<file path="src/rtl/cpu_flag_pkg.sv">
// cpu_flag_pkg: shared constants for the flag unit.
//   - condition-code encodings COND_AL..COND_NV
//   - flag bit positions in the {C,Z,V,S} status vector
//   - flag_op encodings (none / CLC / STC / CMC)
package cpu_flag_pkg;

  localparam logic [3:0] COND_AL = 4'h0;
  localparam logic [3:0] COND_EQ = 4'h1;
  localparam logic [3:0] COND_NE = 4'h2;
  localparam logic [3:0] COND_CS = 4'h3;
  localparam logic [3:0] COND_CC = 4'h4;
  localparam logic [3:0] COND_MI = 4'h5;
  localparam logic [3:0] COND_PL = 4'h6;
  localparam logic [3:0] COND_VS = 4'h7;
  localparam logic [3:0] COND_VC = 4'h8;
  localparam logic [3:0] COND_HI = 4'h9;
  localparam logic [3:0] COND_LS = 4'hA;
  localparam logic [3:0] COND_GE = 4'hB;
  localparam logic [3:0] COND_LT = 4'hC;
  localparam logic [3:0] COND_GT = 4'hD;
  localparam logic [3:0] COND_LE = 4'hE;
  localparam logic [3:0] COND_NV = 4'hF;

  localparam int FLG_C = 3;
  localparam int FLG_Z = 2;
  localparam int FLG_V = 1;
  localparam int FLG_S = 0;

  typedef enum logic [1:0] {
    FOP_NONE = 2'b00,
    FOP_CLC  = 2'b01,
    FOP_STC  = 2'b10,
    FOP_CMC  = 2'b11
  } flag_op_e;

endpackage

</file>
<file path="src/rtl/flag_cond_eval.sv">
// flag_cond_eval: combinational branch-condition evaluator.
// Ports:
//   cond      in  4  condition code (COND_AL..COND_NV)
//   flags     in  4  status vector {C,Z,V,S}
//   cond_true out 1  condition result
// C is the borrow after b-a, so HI/LS are the unsigned compares.
module flag_cond_eval
  import cpu_flag_pkg::*;
(
  input  logic [3:0] cond,
  input  logic [3:0] flags,
  output logic       cond_true
);

  logic c, z, v, s;

  assign c = flags[FLG_C];
  assign z = flags[FLG_Z];
  assign v = flags[FLG_V];
  assign s = flags[FLG_S];

  always_comb begin
    cond_true = 1'b0;
    case (cond)
      COND_AL: cond_true = 1'b1;
      COND_EQ: cond_true = z;
      COND_NE: cond_true = ~z;
      COND_CS: cond_true = c;
      COND_CC: cond_true = ~c;
      COND_MI: cond_true = s;
      COND_PL: cond_true = ~s;
      COND_VS: cond_true = v;
      COND_VC: cond_true = ~v;
      COND_HI: cond_true = ~c & ~z;
      COND_LS: cond_true = c | z;
      COND_GE: cond_true = (s == v);
      COND_LT: cond_true = (s != v);
      COND_GT: cond_true = ~z & (s == v);
      COND_LE: cond_true = z | (s != v);
      COND_NV: cond_true = 1'b0;
      default: cond_true = 1'b0;
    endcase
  end

endmodule

</file>
<file path="src/rtl/flag_unit.sv">
// flag_unit: status register, carry ops, branch condition and flag stack.
// Ports:
//   clk, rst                   clock (rising edge), async active-high reset
//   alu_c/z/v/s                ALU flag inputs
//   flag_we, flag_mask[3:0]    masked latch of ALU flags, mask order {c,z,v,s}
//   flag_op[1:0]               none / CLC / STC / CMC on C
//   push, pop                  flag stack save / restore
//   err_clr                    clear sticky stk_err
//   use_carry                  instruction consumes carry
//   cond[3:0]                  condition code to evaluate
//   cond_true, cin             condition result, ALU carry-in
//   flags[3:0]                 status register {C,Z,V,S}
//   stk_full, stk_empty, stk_err  stack status
// Build option: define FLAG_BYPASS_EN to let cond_true/cin see the
// next-cycle flag value (zero-latency compare-and-branch).
module flag_unit
  import cpu_flag_pkg::*;
#(
  parameter int STACK_DEPTH = 4
) (
  input  logic       clk,
  input  logic       rst,
  input  logic       alu_c,
  input  logic       alu_z,
  input  logic       alu_v,
  input  logic       alu_s,
  input  logic       flag_we,
  input  logic [3:0] flag_mask,
  input  logic [1:0] flag_op,
  input  logic       push,
  input  logic       pop,
  input  logic       err_clr,
  input  logic       use_carry,
  input  logic [3:0] cond,
  output logic       cond_true,
  output logic       cin,
  output logic [3:0] flags,
  output logic       stk_full,
  output logic       stk_empty,
  output logic       stk_err
);

  localparam int PW = $clog2(STACK_DEPTH + 1);
  localparam int IW = $clog2(STACK_DEPTH);

  logic [3:0]    flags_q, flags_d;
  logic [3:0]    stk_q [STACK_DEPTH];
  logic [PW-1:0] ptr_q;
  logic          err_q;

  logic          full, empty;
  logic          push_ok, pop_ok, err_set;
  logic [IW-1:0] top_idx, wr_idx;
  logic [3:0]    alu_vec;
  logic [3:0]    flags_eval;

  assign full    = (ptr_q == PW'(STACK_DEPTH));
  assign empty   = (ptr_q == '0);
  // Simultaneous push and pop cancel: the stack is left as it is.
  assign push_ok = push & ~pop & ~full;
  assign pop_ok  = pop & ~push & ~empty;
  assign err_set = (push & ~pop & full) | (pop & ~push & empty);
  assign top_idx = IW'(ptr_q - PW'(1));
  assign wr_idx  = IW'(ptr_q);
  assign alu_vec = {alu_c, alu_z, alu_v, alu_s};

  always_comb begin
    flags_d = flags_q;
    if (pop_ok) begin
      flags_d = stk_q[top_idx];
    end else begin
      if (flag_we)
        flags_d = (flags_q & ~flag_mask) | (alu_vec & flag_mask);
      // Carry op applies to the C produced by the masked write above.
      case (flag_op_e'(flag_op))
        FOP_CLC: flags_d[FLG_C] = 1'b0;
        FOP_STC: flags_d[FLG_C] = 1'b1;
        FOP_CMC: flags_d[FLG_C] = ~flags_d[FLG_C];
        default: ;
      endcase
    end
  end

  always_ff @(posedge clk or posedge rst) begin
    if (rst) begin
      flags_q <= 4'b0000;
      ptr_q   <= '0;
      err_q   <= 1'b0;
      for (int i = 0; i < STACK_DEPTH; i++) stk_q[i] <= 4'b0000;
    end else begin
      flags_q <= flags_d;
      if (push_ok) begin
        stk_q[wr_idx] <= flags_q;
        ptr_q         <= ptr_q + PW'(1);
      end else if (pop_ok) begin
        ptr_q <= ptr_q - PW'(1);
      end
      if (err_set)
        err_q <= 1'b1;
      else if (err_clr)
        err_q <= 1'b0;
    end
  end

`ifdef FLAG_BYPASS_EN
  assign flags_eval = flags_d;
`else
  assign flags_eval = flags_q;
`endif

  flag_cond_eval u_cond (
    .cond      (cond),
    .flags     (flags_eval),
    .cond_true (cond_true)
  );

  assign cin       = use_carry & flags_eval[FLG_C];
  assign flags     = flags_q;
  assign stk_full  = full;
  assign stk_empty = empty;
  assign stk_err   = err_q;

endmodule

</file>
<file path="config.mk">
export PLATFORM = sky130hd
export DESIGN_NAME = flag_unit
export DESIGN_NICKNAME = d
export VERILOG_FILES = /design/src/rtl/cpu_flag_pkg.sv /design/src/rtl/flag_cond_eval.sv /design/src/rtl/flag_unit.sv
export SDC_FILE = /design/constraint.sdc
export NUM_CORES = 1
export LEC_CHECK = 0
export ABC_AREA = 1
export BUFFER_PORTS_ARGS = -buffer_cell sky130_fd_sc_hd__buf_4
export CAP_MARGIN = 20
export CORE_MARGIN = 8
export CORE_UTILIZATION = 49
export CTS_BUF_LIST = sky130_fd_sc_hd__clkbuf_4 sky130_fd_sc_hd__clkbuf_8
export DETAILED_ROUTE_END_ITERATION = 7
export GPL_TIMING_DRIVEN = 0
export PLACE_DENSITY = 0.75
export SLEW_MARGIN = 0
export SYNTH_ARGS = -nofsm -noshare
export SYNTH_HDL_FRONTEND = slang
export SYNTH_HIERARCHICAL = 1
export SYNTH_SLANG_ARGS = --single-unit
</file>
<file path="constraint.sdc">
create_clock -name clk -period 3 [get_ports clk]
set_input_delay 0.6 -clock clk [delete_from_list [all_inputs] [get_ports clk]]
set_output_delay 0.6 -clock clk [all_outputs]
set_load 0.03 [all_outputs]
</file>
* After elaboration in Yosys (flattened, before gate mapping)
Index checks and enable logic that the tools add are counted.
Storage, ports and cells: logic and storage cells 82, bits of input ports 21, output and inout bits 9, register bits after elaboration 24
Operators by class: eq/ne operators 21, reductions and logical operators 6, bitwise gates (word level) 27, magnitude comparators 3, muxes and demuxes 15, $add $sub $neg 2
Operators by type and width (number):
- $eq 4x4->1 const B | 8
- $mux 4 | 6
- $bwmux 16 | 1
- $eq 4x3->1 const B | 4
- $pmux 1 s16 | 1
- $and 1x1->1 | 9
- $not 1->1 | 9
- $and 4x4->4 | 2
- $bmux 4 s2 | 1
- $demux 4 s2 | 1
- $eq 4x2->1 const B | 2
- $ge 3x3->1 const B | 2
- $mux 3 | 2
- $not 2->3 | 2
- $reduce_bool 2->1 | 3
- $eq 2x2->1 const B | 2
- $eq 4x1->1 const B | 1
- $logic_not 4->1 | 1
- $not 4->4 | 1
- $or 4x4->4 | 1
- $add 3x1->3 const B | 1
- $eq 3x3->1 const B | 1
- $logic_not 3->1 | 1
- $lt 3x1->1 const B | 1
- other kinds (8) | 11

* Longest topological paths before layout
word-level depth 8, mapped depth 10, depth with buffers taken out 9

* By module
The synthesis kept the hierarchy.
Modules (own cells, without submodules):
- flag_unit | times used 1, cells each 188, area an instance 1382.6 um^2, seq. area each 600.6 um^2
- flag_cond_eval | times used 1, cells each 53, area an instance 235.2 um^2, seq. area each 0.0 um^2

* Least setup slack after synthesis
No wires, ideal clock.
kind register to register, start register ptr_q[0], end register ptr_q[0], required time 2875 ps, cell stages (with the launch flop) 9, clock period less this slack 1897 ps, path slack 1103 ps, setup time 125 ps, arrival time 1772 ps, path buffers 1, path through dfrtp_1 buf_4 inv_2 ha_1 ha_1 inv_1 nand3_2 nand2_1 xor2_1
Between the ends: elaborated cells on any way between the ends 11, those cells by class 2 x add/sub; 1 x eq/ne; 2 x mux; 4 x bitwise; 2 x reduce/logical
RTL lines:
- from (decl) | RTL line flag_unit.sv:48 | logic [PW-1:0] ptr_q;
- from (signal assigned) | RTL line flag_unit.sv:94 | ptr_q <= ptr_q + PW'(1);
- from (signal assigned) | RTL line flag_unit.sv:96 | ptr_q <= ptr_q - PW'(1);
- $sub 3x1->3 | RTL line flag_unit.sv:96
- named net top_idx[0] | RTL line flag_unit.sv:53 | logic [IW-1:0] top_idx, wr_idx;
- $mux 3 | RTL line flag_unit.sv:95 | end else if (pop_ok) begin
- $mux 3 | RTL line flag_unit.sv:92 | if (push_ok) begin
The timed path passes the listed nets, and every way through them passes these cells. The select of a mux whose other input is x is not followed. A chain may end at the register's enable or synchronous reset.

* Final worst setup path
start register ptr_q[0], end output port stk_empty
Between the ends: longest elaborated chain between the ends 1
Ends and longest elaborated chain:
- $logic_not 3->1 | RTL line flag_unit.sv:58 | assign empty = (ptr_q == '0);
- to (decl) | RTL line flag_unit.sv:39 | output logic stk_empty,
Every way passes these cells.

==> qor.txt <==
======================================================================================
Average instance area after synthesis                                         6.71 um2
Post-synthesis sequential area ratio                                             0.371
Post-CTS resize count                                                                0
Total congestion overflow after global routing                                       0
Distinct cell type count after synthesis                                            19
Leak pwr                                                                       1.16 nW
Clock latency at the later pin of the worst-skew pair                          0.31 ns
DRT Wirelength                                                                 3500 um
Count of yosys warnings during synthesis                                             6
Adder-cell share of the synthesized area                                        0.0464
Summed area of non-filler cells in the final layout                           1950 um2
Worst relative slew slack                                                        0.410
Type of element launching the critical path                                  flip-flop
Deepest clock path buffer count                                                      2
DP Wirelength                                                                  2760 um
Outcome                                                                      completed
Period utilisation layout                                                        0.793
FF-to-FF path depth                                                                 10
NetSw                                                                         0.793 mW
Die X                                                                          73.5 um
Synthesized-area fraction occupied by ao, oa, aoi and oai cells                 0.0580
Multiplexer share of the synthesized area                                            0
Height of the die                                                              73.5 um
Core outline area                                                             3260 um2
Worst setup timing slack at the placement stage                               0.934 ns
Weighted congestion reported at the end of routability-driven placement          0.837
Average routed wire per standard cell                                          10.9 um
Nets@finish                                                                        302
Part of the total power dissipated in combinational logic                        0.527
Max Freq                                                                       420 MHz
Clock-pin transition on the worst setup and hold timing paths                  0.13 ns
Number of placed instances, taps included                                          316
Filler Cell Count                                                                  318
Top area cells in the synthesized netlist                                 dfrtp_1 (37%), nand2_1 (25%), inv_1 (7.7%)
Die area                                                                      5400 um2
Number of hold buffers added after CTS                                               0
Library cell occupying the most area in the post-synthesis netlist             dfrtp_1
Cell area after synthesis                                                     1620 um2
Nets in the synthesized netlist                                                    268
Number of global-route vias before repair                                         1395
Most used flip-flop cell after synthesis                                       dfrtp_1
Number of failing hold endpoints at the final stage                                  0
Most frequent cell after synthesis                                             nand2_1
Max Cap Violations                                                                   0
Vias per Instance                                                                 4.61
Hold WC Path Type                                                          in -> async
Number of buffers created by CTS                                                     3
Number of flops mapped to enable cells by yosys                                      0
PD cells                                                                    883 nW/um2
Clock root buffer master                                                      clkbuf_4
Post-Synth XOR/XNOR Area                                                       0.00541
Area of placed instances                                                      1890 um2
Number of placement rows                                                            21
Worst IR drop on VDD                                                          0.376 mV
Number of top-level design ports                                                    30
First-pass GRT wire length                                                     6070 um
Final Critical Period                                                          2.38 ns
Part of the total power dissipated in the clock network                          0.134
Global-route usage over all layers                                               0.142
Top fanout value on the critical path                                               11
Mapped Cells                                                                       241
Smallest setup slack after layout                                             0.622 ns
Startpoint of the worst-slack reg-to-reg timing path                      ptr_q[0]$_DFFE_PP0P_
Register share of total power                                                    0.339
Setup Total Neg Slack                                                             0 ns
Number of remaining DRC errors                                                       0
Worst Clk Skew                                                              0.00454 ns
Pin count of the biggest net entering global routing                                25
Fraction of layout cells with a size suffix above 1                              0.190
First-pass iteration count of the detailed router                                    4
Largest family of logic cells by synthesized area                         simple AND/OR/NAND/NOR gates
Internal power summed over all cells                                          0.924 mW
Port buffer count                                                                   29
Initial core utilization                                                         0.497
Type of the setup path with the least slack                                 reg -> out
CTS tree                                                                           yes
Post-CTS repair timing setup buffer count                                            0
Violation count after the first detailed-route iteration                            84
Number of synthesized register bits                                                 24
Least-Margin Pin Slew                                                         0.884 ns
Number of max-slew violations in the final report                                    0
Worst Path Arrival                                                             1.78 ns
Area growth from synthesis to layout                                             20.3%
CP Capture Type                                                            output port
Count of placed standard cells in the final layout, fillers left out               320
Asr flop ratio synth                                                              1.00
Area share of the largest cell type after synthesis                              0.371
Count of nets left with antenna violations after detail routing                      0
Vias post-DR                                                                      1475
CP Data Required Time                                                          2.40 ns
RSZ-0062 raised after global routing                                                no
Switch share                                                                     0.462
Post-synth top cells                                                      nand2_1 (107), inv_1 (33), dfrtp_1 (24)
Antenna Diode Count                                                                  0
Critical path origin                                                      ptr_q[0]$_DFFE_PP0P_
Number of clock sinks                                                               24
H-Tree Level Count                                                                   1
Final count of negative-setup-slack endpoints                                        0
Simple-gate share of the synthesized area                                        0.424
Initial antenna violation count                                                      0
======================================================================================
area by class of cell:
class / count / area, um2 / share of cell area
Buffer: 1 / 7.51 / 0.00386
Clock buffer: 3 / 22.5 / 0.0116
Clock inverter: 1 / 30.0 / 0.0154
Inverter: 39 / 146 / 0.0752
Multi-Input combinational cell: 177 / 863 / 0.444
Sequential cell: 24 / 601 / 0.309
Tap cell: 46 / 57.6 / 0.0296
Timing Repair Buffer: 29 / 218 / 0.112
kinds of logic after synthesis:
kind of cell	after synthesis
AND/OR/NAND/NOR	152
buffers and inverters	40
flip-flops	24
adder cells (fa/ha/maj)	6
XOR/XNOR	1
AO/OA/AOI/OAI	18
routing by layer:
layer / global-route usage / share of wire / vias to the layer above
li1: - / - / 801
met1: 0.168 / 0.47 / 643
met2: 0.244 / 0.46 / 29
met3: 0.0437 / 0.065 / 2
met4: 0.0266 / 0.0060 / 0
met5: 0 / 0 / -
path summary, 6_finish.rpt:
path                                         end  slack [ns]
hold / removal               stk_err$_DFFE_PP0P_        0.46
max in group asynchronous   flags[2]$_DFFE_PP0P_        2.00
setup reg to reg            ptr_q[1]$_DFFE_PP0P_        1.03
hold reg to reg            stk_q[12]$_DFFE_PP0P_        0.51
setup / recovery                       stk_empty        0.62
min in group clk           stk_q[12]$_DFFE_PP0P_        0.51
registers in the layout, summed over array words and instances, names as in the netlist:
signal	cells
flags	4
ptr_q	3
stk_err	1
stk_q	16
power groups by stage:
stage | clock (mW) | combinational, mW | sequential, mW
floorplan | 0 | 0.618 | 0.618
global placement | 0 | 0.896 | 0.583
detailed placement | 0 | 0.912 | 0.589
CTS | 0.239 | 0.916 | 0.581
global route | 0.250 | 1.03 | 0.603
finish | 0.230 | 0.905 | 0.582
through the flow:
step | total power [mW] | hold slack, ns | utilization
final | 1.72 | 0.461 | 0.597
after global routing | 1.88 | 0.512 | 0.597
after CTS | 1.74 | 0.492 | 0.597
after detailed placement | 1.50 | 0.477 | 0.581
after global placement | 1.48 | 0.468 | 0.581
after floorplan | 1.24 | 0.452 | -
critical path, cell delays in order (launching register included):
cell	delay [ns]
dfrtp_1	0.42
buf_4	0.19
inv_2	0.18
ha_1	0.25
ha_1	0.24
buf_4	0.18
layout by cell type, fill, tap and decap left out:
cell type,count
a21oi_1,1
buf_4,30
bufinv_16,1
clkbuf_4,3
dfrtp_1,24
ha_1,6
inv_1,33
inv_2,6
nand2_1,107
nand2_2,1
nand2_4,4
nand3_1,22
nand3_2,2
nand3b_4,1
nor2_1,10
nor2_2,3
nor2_8,1
o21ai_1,16
o221ai_1,1
or2_0,1
xor2_1,1
Power figures use the tool's default switching activity.
